<file path="config.mk">
export PLATFORM = sky130hd
export DESIGN_NAME = sr_task_queue_param
export DESIGN_NICKNAME = d
export VERILOG_FILES = /design/src/rtl/sr_task_queue_param.sv
export SDC_FILE = /design/constraint.sdc
export NUM_CORES = 1
export LEC_CHECK = 0
export CORE_MARGIN = 1
export CORE_UTILIZATION = 39
export CTS_BUF_LIST = sky130_fd_sc_hd__clkbuf_16
export CTS_CLUSTER_DIAMETER = 60
export CTS_CLUSTER_SIZE = 10
export DETAILED_ROUTE_END_ITERATION = 12
export PLACE_DENSITY = 0.51
export SLEW_MARGIN = 15
export SYNTH_ARGS = -nofsm -noshare
export SYNTH_HDL_FRONTEND = slang
export SYNTH_SLANG_ARGS = --single-unit
</file>
<file path="constraint.sdc">
create_clock -name clk -period 22.2 [get_ports clk]
set_input_delay 4.44 -clock clk [delete_from_list [all_inputs] [get_ports clk]]
set_output_delay 4.44 -clock clk [all_outputs]
set_load 0.01 [all_outputs]
</file>
<file path="src/rtl/sr_task_queue_param.sv">
// Priority task queue: cells kept sorted by ascending tid (equal tids FIFO),
// with remove-by-tid, head pop, and a saturating per-cell countdown on tick.
module sr_task_queue_param #(
    parameter  int DEPTH  = 8,
    parameter  int TID_W  = 4,
    parameter  int INFO_W = 32,
    localparam int CW     = $clog2(DEPTH + 1)
) (
    input  logic              clk,
    input  logic              rst_n,
    input  logic              enq,
    input  logic [TID_W-1:0]  enq_tid,
    input  logic [INFO_W-1:0] enq_info,
    input  logic              deq,
    input  logic              rem,
    input  logic [TID_W-1:0]  rem_tid,
    input  logic              tick,
    input  logic              que_act,
    input  logic              que_blk,
    output logic [TID_W-1:0]  out_tid,
    output logic [INFO_W-1:0] info_out,
    output logic              empty_flag,
    output logic              full_flag,
    output logic              schden_flag,
    output logic [CW-1:0]     count
);

    // Requests are single-cycle strobes with no ready: each one is either
    // applied on the next rising edge or dropped (enq while full, deq while
    // empty, rem with no matching tid); rem wins over deq, deq over enq.

    logic              valid_q [DEPTH];
    logic [TID_W-1:0]  tid_q   [DEPTH];
    logic [INFO_W-1:0] info_q  [DEPTH];
    logic [CW-1:0]     count_q;
    logic              schden_q;

    // s_*: after the remove/pop shift; n_*: after insert and tick
    logic              s_v     [DEPTH];
    logic [TID_W-1:0]  s_tid   [DEPTH];
    logic [INFO_W-1:0] s_info  [DEPTH];
    logic              n_v     [DEPTH];
    logic [TID_W-1:0]  n_tid   [DEPTH];
    logic [INFO_W-1:0] n_info  [DEPTH];
    logic [CW-1:0]     n_count;
    logic              seen;
    logic              pop;
    logic              push;
    logic              shift;
    int                ins_pos;

    always_comb begin
        seen    = 1'b0;
        shift   = 1'b0;
        ins_pos = 0;
        n_count = '0;
        pop     = deq && !rem && (count_q != '0);
        push    = enq && !rem && (!full_flag || pop);

        // Close the gap at the first matching cell, or shift everything on a pop.
        for (int i = 0; i < DEPTH - 1; i++) begin
            if (rem && valid_q[i] && tid_q[i] == rem_tid) seen = 1'b1;
            shift = rem ? seen : pop;
            if (shift) begin
                s_v[i]    = valid_q[i+1];
                s_tid[i]  = tid_q[i+1];
                s_info[i] = info_q[i+1];
            end else begin
                s_v[i]    = valid_q[i];
                s_tid[i]  = tid_q[i];
                s_info[i] = info_q[i];
            end
        end
        if (rem && valid_q[DEPTH-1] && tid_q[DEPTH-1] == rem_tid) seen = 1'b1;
        shift = rem ? seen : pop;
        if (shift) begin
            s_v[DEPTH-1]    = 1'b0;
            s_tid[DEPTH-1]  = '0;
            s_info[DEPTH-1] = '0;
        end else begin
            s_v[DEPTH-1]    = valid_q[DEPTH-1];
            s_tid[DEPTH-1]  = tid_q[DEPTH-1];
            s_info[DEPTH-1] = info_q[DEPTH-1];
        end

        // Insertion point sits behind every entry with tid <= enq_tid.
        for (int i = 0; i < DEPTH; i++) begin
            if (s_v[i] && s_tid[i] <= enq_tid) ins_pos = ins_pos + 1;
        end

        for (int i = 0; i < DEPTH; i++) begin
            n_v[i]    = s_v[i];
            n_tid[i]  = s_tid[i];
            n_info[i] = s_info[i];
            if (push && i == ins_pos) begin
                n_v[i]    = 1'b1;
                n_tid[i]  = enq_tid;
                n_info[i] = enq_info;
            end
        end
        for (int i = 1; i < DEPTH; i++) begin
            if (push && i > ins_pos) begin
                n_v[i]    = s_v[i-1];
                n_tid[i]  = s_tid[i-1];
                n_info[i] = s_info[i-1];
            end
        end

        for (int i = 0; i < DEPTH; i++) begin
            if (tick && n_v[i] && !(push && i == ins_pos) && n_info[i] != '0)
                n_info[i] = n_info[i] - INFO_W'(1);
            if (n_v[i]) n_count = n_count + CW'(1);
        end
    end

    always_ff @(posedge clk) begin
        if (!rst_n) begin
            for (int i = 0; i < DEPTH; i++) begin
                valid_q[i] <= 1'b0;
                tid_q[i]   <= '0;
                info_q[i]  <= '0;
            end
            count_q  <= '0;
            schden_q <= 1'b0;
        end else begin
            for (int i = 0; i < DEPTH; i++) begin
                valid_q[i] <= n_v[i];
                tid_q[i]   <= n_tid[i];
                info_q[i]  <= n_info[i];
            end
            count_q  <= n_count;
            schden_q <= que_act && !que_blk && (n_count != '0);
        end
    end

    // Vacated cells are always zeroed, so the head reads 0 when empty.
    assign out_tid     = tid_q[0];
    assign info_out    = info_q[0];
    assign count       = count_q;
    assign empty_flag  = (count_q == '0);
    assign full_flag   = (count_q == CW'(DEPTH));
    assign schden_flag = schden_q;

endmodule

</file>
# Yosys cells after proc, flatten, opt, wreduce, memory -nomap -nowiden
# Memories as Yosys holds them, arrays and structs flattened.
# Cells that the tools add are included.
dict set report totals {
  mem_bits_rw 296
  in_bits 48
  register_bits 5
  out_inout_bits 43
  mem_count 3
  wordCells 310
}
# memory words word_bits read_ports rd_ports_with_merged_regs wr line_no
set mem_list {}
lappend mem_list {info_q 8 32 8 0 8 34} ;# logic [INFO_W-1:0] info_q [DEPTH];
lappend mem_list {tid_q 8 4 8 0 8 33} ;# logic [TID_W-1:0] tid_q [DEPTH];
lappend mem_list {valid_q 8 1 8 0 8 32} ;# logic valid_q [DEPTH];
dict set report classes {
  n_reduce_logical 93
  eq_ne 16
  n_lt_le_gt_ge 15
  bitwise_logic 24
  n_mux 135
  n_addsub 22
}
# operator n
set ops {}
lappend ops {{$mux 32} 46}
lappend ops {{$reduce_bool 32->1} 8}
lappend ops {{$sub 32x1->32 const B} 8}
lappend ops {{$add 32x2->32 const B} 7}
lappend ops {{$mux 4} 38}
lappend ops {{$eq 4x32->1 const A} 4}
lappend ops {{$gt 4x32->1 const A} 4}
lappend ops {{$logic_and 1x1->1} 69}
lappend ops {{$eq 3x32->1 const A} 2}
lappend ops {{$gt 3x32->1 const A} 2}
lappend ops {{$mux 1} 51}
lappend ops {{$eq 2x32->1 const A} 1}
lappend ops {{$eq 4x4->1} 8}
lappend ops {{$gt 2x32->1 const A} 1}
lappend ops {{$le 4x4->1} 8}
lappend ops {{$logic_not 32->1} 1}
lappend ops {{$add 4x1->4 const B} 7}
lappend ops {{$or 1x1->1} 24}
lappend ops {{$logic_not 1->1} 11}
lappend ops {{$reduce_bool 4->1} 2}
lappend ops {{$eq 4x4->1 const B} 1}
lappend ops {{$logic_not 4->1} 1}
lappend ops {{$logic_or 1x1->1} 1}

# Longest topological paths before layout
# Gate-level depths: netlist (run 1).
# An unclocked memory read counts as a cell.
dict set report depth {
  ltp_word 43
  ltp_mapped 65
  depth_no_buf 56
}

# Least setup slack after synthesis (run 1)
# Ideal clock, no wire load.
dict set report synth_timing {
  path_kind {input-to-reg}
  from {in rem}
  to {reg schden_q, in the netlist schden_flag}
  stages 58
  arrival_time_ns 16.661
  t_required_ns 22.114
  path_slack_ns 5.454
  path_cell_list {clkbuf_1 -> nand3_1 -> o32ai_1 -> buf_1 -> clkbuf_1 -> buf_1 -> buf_1 -> mux2i_1 -> inv_1 -> ha_1 -> nor2b_1 -> o21ai_0 -> nand2b_1 -> a21oi_1 -> a41o_1 -> and2_1 -> ha_1 -> xnor2_4 -> [22 not listed] -> nor4_2 -> clkbuf_1 -> buf_1 -> buf_1 -> nor2_1 -> ha_1 -> inv_1 -> xnor3_2 -> ha_1 -> xor2_1 -> o221a_2 -> inv_1 -> ha_1 -> and2_1 -> mux2_2 -> a21o_1 -> and4_1 -> a211oi_1}
}
dict set report synth_between {
  elab_chain_len 42
}
# element line_no
set synth_lines {}
lappend synth_lines {{from (decl)} 15} ;# input logic rem,
lappend synth_lines {{$logic_and 1x1->1 or $logic_not 1->1 (tied branches)} {62, 57, 58}}
lappend synth_lines {{$logic_and 1x1->1, on equally long branches} {62, 57}}
lappend synth_lines {{$mux 1 or $logic_and 1x1->1 (tied branches)} {62, 57}}
lappend synth_lines {{$mux 1} 63} ;# shift = rem ? seen : pop;
lappend synth_lines {{$mux 4} 64} ;# if (shift) begin
lappend synth_lines {{$le 4x4->1} 88} ;# if (s_v[i] && s_tid[i] <= enq_tid) ins_pos = ins_pos + 1;
lappend synth_lines {{$logic_and 1x1->1} 88}
lappend synth_lines {{$mux 1} 88}
lappend synth_lines {{[26 not listed]} -}
lappend synth_lines {{$add 4x1->4} 112} ;# if (n_v[i]) n_count = n_count + CW'(1);
lappend synth_lines {{$mux 4} 112}
lappend synth_lines {{$add 4x1->4} 112}
lappend synth_lines {{$mux 4} 112}
lappend synth_lines {{$add 4x1->4} 112}
lappend synth_lines {{$mux 4 *} 112}
lappend synth_lines {{$reduce_bool 4->1 *} 132} ;# schden_q <= que_act && !que_blk && (n_count != '0);
lappend synth_lines {{$logic_and 1x1->1 *} 132}
lappend synth_lines {{to (signal assigned)} 132}
lappend synth_lines {{to (decl)} 36} ;# logic schden_q;
# Mark *: on every way between the ends. The rest lies on a longest branch, timed or not.
# A chain may end at the register's enable or synchronous reset.

==> flow_summary.json, run 1 <==
{
  "outcome": "finished, final reports clean",
  "ant_nets": 0,
  "hold_viol": 0,
  "grtUsageTotal_pct": 30.6,
  "area.growth.synth_to_final_pct": 10.4,
  "whs_ns": 0.673,
  "root_buffer": "clkbuf_16",
  "routedWlPerCell_um": 25.1,
  "reg2reg_from": "tid_q[0][0]$_SDFF_PN0_",
  "num_vias": 28246,
  "peakVddDrop_uv": 159,
  "ys_ff_latch": 301,
  "gr-total-overflow": 0,
  "period_needed_ns": 16.75,
  "synth_largest_area_cell": "dfxtp_1",
  "synth_area_mm2": 0.0279,
  "drc": 0,
  "detailed_place.area_mm2": 0.0293,
  "powerDensity_mw_per_mm2": 188,
  "hpwl_mm": 87.0,
  "die_height_um": 269,
  "startpoint": "rem_tid[0]",
  "final_util_pct": 43.7,
  "crit_top_cell": "ha_1",
  "drive_above_1_share_pct": 10.2,
  "ys_warn_count": 0,
  "arrival_ns": 17.26,
  "clockBufferDepth": 3,
  "endpoint_kind": "register",
  "worst_pin_slew_ns": 1.21,
  "max_stage_delay_ns": 0.78,
  "synth-seq-area-share_pct": 21.6,
  "grt_pass1_wl_mm": 171,
  "critical_path_class": "in2reg",
  "fin_tns_setup_ns": 0,
  "leakagePower_nw": 12.4,
  "cts_resized": 0,
  "clock-sinks": 301,
  "design_area_mm2": 0.0308,
  "total_power_mw": 5.79,
  "worstHoldStart": "info_q[0][241]$_SDFF_PN0_",
  "cts_tree": "built",
  "drt-total-wl_mm": 115,
  "final_cells": 4586,
  "required_ns": 22.71,
  "dp_cells": 4506,
  "ctsHoldBuffers": 0,
  "rsz0062_at_grt": "false",
  "maxCapViolCount": 0,
  "io_buffer_count": 90,
  "nets": 3725,
  "yosys-top-cells-area": "dfxtp_1, mux2i_1, nor2_1",
  "drtIter0Drc": 2361,
  "synthFlopType": "dfxtp_1",
  "hold_path_class": "reg2reg",
  "postSynthCellCount": 3708,
  "setup_viol": 0,
  "dieArea_mm2": 0.0726,
  "fmax_ghz": 0.0597,
  "synth_edf_count": 0,
  "grt_max_degree": 164,
  "num_rows": 97,
  "worstPathMaxFanout": 39,
  "cts_max_level": 2,
  "dp_slack_ns": 4.99,
  "cts_buffers": 46,
  "ys_types": 119,
  "drtPass1Iterations": 5,
  "core_area_mm2": 0.0704,
  "relSlewSlack_pct": 19.0,
  "critPathLaunchType": "primary input",
  "antenna_found_initial": 7,
  "synth_top_area_share_pct": 21.6,
  "cp_slowest_cell": "clkdlybuf4s50_1",
  "die_w_um": 269,
  "fin_crit_sh_pct": 75.5,
  "detail_route.vias_per_cell": 6.16,
  "clk_pin_slew_ns": 0.06,
  "cts_setup_buffers": 0,
  "pin_count": 91,
  "setup_ws_ns": 5.45,
  "syn_area_per_cell_um2": 7.52,
  "initial_core_util_pct": 39.6,
  "synthArstFlopShare_pct": 0,
  "grt_pass1_vias": 26849,
  "synth_nets": 3819,
  "slew_violations": 0,
  "finClkSkew_ns": 0.0182,
  "gp_congestion": 0.952,
  "clk_latency_ns": 0.60,
  "fillers": 7262
}
-- area by class of cell --
class,count,area [µm²],area share [%]
Clock buffer,49,1230,3.98
Timing Repair Buffer,178,1570,5.10
Clock inverter,30,233,0.756
Antenna cell,1,2.50,0.00813
Sequential cell,301,6030,19.6
Tap cell,940,1180,3.82
Inverter,73,282,0.915
Multi-Input combinational cell,3014,20300,65.8
-- flip-flops by register name (all words and copies together) (netlist names) --
signal / flops
valid_q: 8
schden_flag: 1
info_q: 256
tid_q: 32
count: 4
-- Yosys cell counts, types with 10 or more instances --
cell / instances
a21oi_1: 192
nor4_1: 46
mux2i_1: 315
buf_1: 44
o21ai_0: 213
nand3b_1: 11
a2111oi_0: 11
clkbuf_1: 179
ha_1: 63
and2_1: 36
o31ai_1: 27
a31oi_1: 48
o2111ai_1: 16
nor3_1: 110
dfxtp_1: 301
nor2_1: 462
nand3_1: 105
or2_2: 29
nand4_1: 58
o22ai_1: 14
buf_4: 48
nand2_1: 345
nor2b_1: 22
o31a_1: 12
nand2b_1: 22
xnor2_1: 145
nor3b_1: 16
inv_1: 69
o41ai_1: 10
a211oi_1: 71
a311oi_1: 10
mux2_2: 77
and3_1: 55
or3_1: 39
o21a_1: 23
buf_2: 45
o211ai_1: 73
xor2_1: 94
-- critical path, delay by kind of cell --
| family | cells | cell delay [ns] |
|---|---|---|
| AO/OA/AOI/OAI | 16 | 3.20 |
| multiplexers | 6 | 1.48 |
| AND/OR/NAND/NOR | 13 | 2.09 |
| adder cells (fa/ha/maj) | 10 | 3.03 |
| buffers and inverters | 8 | 2.26 |
| XOR/XNOR | 4 | 0.77 |
-- cells by family after synthesis --
family | count (synthesis) | share of synthesized area (%)
adder cells (fa/ha/maj) | 63 | 2.83
buffers and inverters | 393 | 6.25
flip-flops | 301 | 21.6
AO/OA/AOI/OAI | 850 | 20.1
XOR/XNOR | 252 | 8.47
multiplexers | 396 | 14.7
AND/OR/NAND/NOR | 1453 | 26.1
-- placed cells by master (no fill, tap or decap), drive strengths merged, types with 73 or more instances in the layout --
cell type	instances
xor2	94
a21oi	193
o211ai	76
nor3	117
mux2i	318
nand2	348
a211oi	73
o21ai	223
nand3	105
inv	79
clkdlybuf4s50	89
xnor2	151
dfxtp	301
mux2	78
buf	89
nor2	467
-- worst paths after layout --
check / endpoint / cells after the start / slack (ns)
hold reg to reg: info_q[0][241]$_SDFF_PN0_ / 3 / 0.67
setup reg to reg: schden_flag$_SDFF_PN0_ / 56 / 9.67
hold / removal: info_q[0][241]$_SDFF_PN0_ / 3 / 0.67
setup / recovery: schden_flag$_SDFF_PN0_ / 57 / 5.45
-- metal layers --
layer / global-route usage, % / wire [µm]
met1: 40.1 / 49800
met2: 50.3 / 53000
met3: 4.42 / 7430
met4: 12.3 / 4940
met5: 0 / 35
-- report_power, final --
group | switching (mW) | internal (mW)
Clock | 0.299 | 0.430
Combinational | 2.65 | 1.52
Sequential | 0.169 | 0.709
Total | 3.12 | 2.66
Power figures use the tool's default switching activity.
==> run 2, diff against run 1 <==
Settings changed: PLACE_DENSITY 0.51 to 0.53.
Clock period 22.2 ns to 13.9 ns, I/O delays scaled along.
==> flow_summary.json, run 2 (synthesis gave the netlist of run 1 again) <==
{
  "drtIter0Drc": 2853,
  "detail_route.vias_per_cell": 6.12,
  "endpoint_kind": "register",
  "leakagePower_nw": 12.7,
  "drt-total-wl_mm": 115,
  "peakVddDrop_uv": 227,
  "ctsHoldBuffers": 0,
  "critical_path_class": "in2reg",
  "required_ns": 14.42,
  "multiInputGateArea_mm2": 0.0204,
  "arrival_ns": 13.80,
  "initial_core_util_pct": 39.6,
  "wl_met3_mm": 8.15,
  "hold_viol": 0,
  "worstPathMaxFanout": 12,
  "setup_viol": 0,
  "gp_congestion": 0.973,
  "slew_violations": 0,
  "hpwl_mm": 87.4,
  "grt_pass1_wl_mm": 170,
  "crit_top_cell": "ha_1",
  "cts_tree": "built",
  "reg_top3": "info_q x256, tid_q x32, valid_q x8",
  "clk_pin_slew_ns": 0.06,
  "root_buffer": "clkbuf_16",
  "ff_latch_area_mm2": 0.00603,
  "clock-sinks": 301,
  "cts_buffers": 45,
  "die_w_um": 269,
  "final_cells": 4630,
  "maxCapViolCount": 0,
  "top_layer": "met5",
  "num_rows": 97,
  "clk_latency_ns": 0.61,
  "drtPass1Iterations": 5,
  "layout_common_cells": "nor2_1, nand2_1, mux2i_1",
  "cp_slowest_cell": "clkdlybuf4s50_1",
  "hold_depth": 2,
  "fmax_ghz": 0.0753,
  "largest_reg_flops": 256,
  "detailed_place.area_mm2": 0.0296,
  "met1Wirelength_mm": 49.6,
  "clockBufferDepth": 3,
  "fin_crit_sh_pct": 95.6,
  "dieArea_mm2": 0.0726,
  "grt_pass1_vias": 27193,
  "grtUsageTotal_pct": 30.4,
  "powerDensity_mw_per_mm2": 298,
  "dp_cells": 4544,
  "area.growth.synth_to_final_pct": 12.0,
  "period_needed_ns": 13.29,
  "core_area_mm2": 0.0704,
  "max_stage_delay_ns": 0.57,
  "r2r_cells": 52,
  "design_area_mm2": 0.0312,
  "pin_count": 91,
  "finClkSkew_ns": 0.0257,
  "relSlewSlack_pct": 25.1,
  "antenna_found_initial": 15,
  "io_buffer_count": 90,
  "final_common_cell": "nor2_1",
  "top_register": "info_q",
  "grt_max_degree": 86,
  "gr-total-overflow": 0,
  "critPathLaunchType": "primary input",
  "dr_wl_met2_mm": 51.5,
  "routedWlPerCell_um": 24.9,
  "cts_max_level": 2,
  "hold_path_class": "reg2reg",
  "nets": 3766,
  "drive_above_1_share_pct": 11.6,
  "fillers": 7205,
  "ant_nets": 0,
  "worst_pin_slew_ns": 1.11,
  "die_height_um": 269,
  "reg2reg_slack_ns": 2.93,
  "outcome": "finished, final reports clean",
  "num_vias": 28351,
  "rsz0062_at_grt": "false",
  "drc": 0
}
-- run 2: cell types whose count changed in the layout (fill, tap and decap cells not counted), sizes merged --
cell and change:
diode +2, buf +41, o211a +1, bufinv +2, clkbuf -4, inv +5
clkinvlp -3
-- run 2: final timing paths --
kind | start | to
hold / removal | tid_q[0][28]$_SDFF_PN0_ | tid_q[0][28]$_SDFF_PN0_
setup / recovery | rem_tid[0] | schden_flag$_SDFF_PN0_
setup reg to reg | tid_q[0][3]$_SDFF_PN0_ | schden_flag$_SDFF_PN0_
hold reg to reg | tid_q[0][28]$_SDFF_PN0_ | tid_q[0][28]$_SDFF_PN0_
-- run 2: stage by stage --
step | setup slack [ns] | setup TNS, ns | util, % | power [mW] | hold slack (ns)
floorplan | 0.00924 | 0 | - | 6.20 | 0.527
global placement | 0.0963 | 0 | 42.1 | 7.95 | 0.574
detailed placement | -0.151 | -0.194 | 42.1 | 7.95 | 0.593
CTS | 0.438 | 0 | 44.1 | 9.16 | 0.597
global route | 0.00542 | 0 | 44.3 | 9.97 | 0.628
finish | 0.614 | 0 | 44.4 | 9.31 | 0.590
-- run 2: what timing repair did --
action                                  4_1_cts  5_1_grt
hold endpoints to repair                      0        0
endpoints found under the setup margin        0       36
gates resized for setup                       0       20
setup buffers                                 0        3
-- run 2: final cells by class --
class                      instances  area share, %
tap                              940           3.77
inverter                          73          0.902
sequential                       301           19.3
clock inverter                    34           1.05
clock buffer                      45           3.61
multi-input combinational       3015           65.3
timing repair buffer             219           6.08
antenna                            3         0.0240
-- run 2: worst max-delay path, delay by kind of cell --
kind | cells | cell delay [ns]
simple gates | 11 | 1.65
compound gates | 17 | 3.35
fa+ha+maj | 9 | 2.60
xor+xnor | 4 | 0.73
buf+inv | 6 | 1.22
mux | 6 | 1.46
-- run 2: report_power, final --
part           internal [mW]  switching (mW)
registers               1.13           0.279
logic                   2.48            4.25
clock network          0.684           0.486
total                   4.30            5.02
-- run 2: routing by layer --
metal  vias to the layer above  global-route usage [%]
li1                      13344                       -
met1                     13615                    40.4
met2                      1136                    48.3
met3                       252                    4.32
met4                         4                    14.3
met5                         -                       0
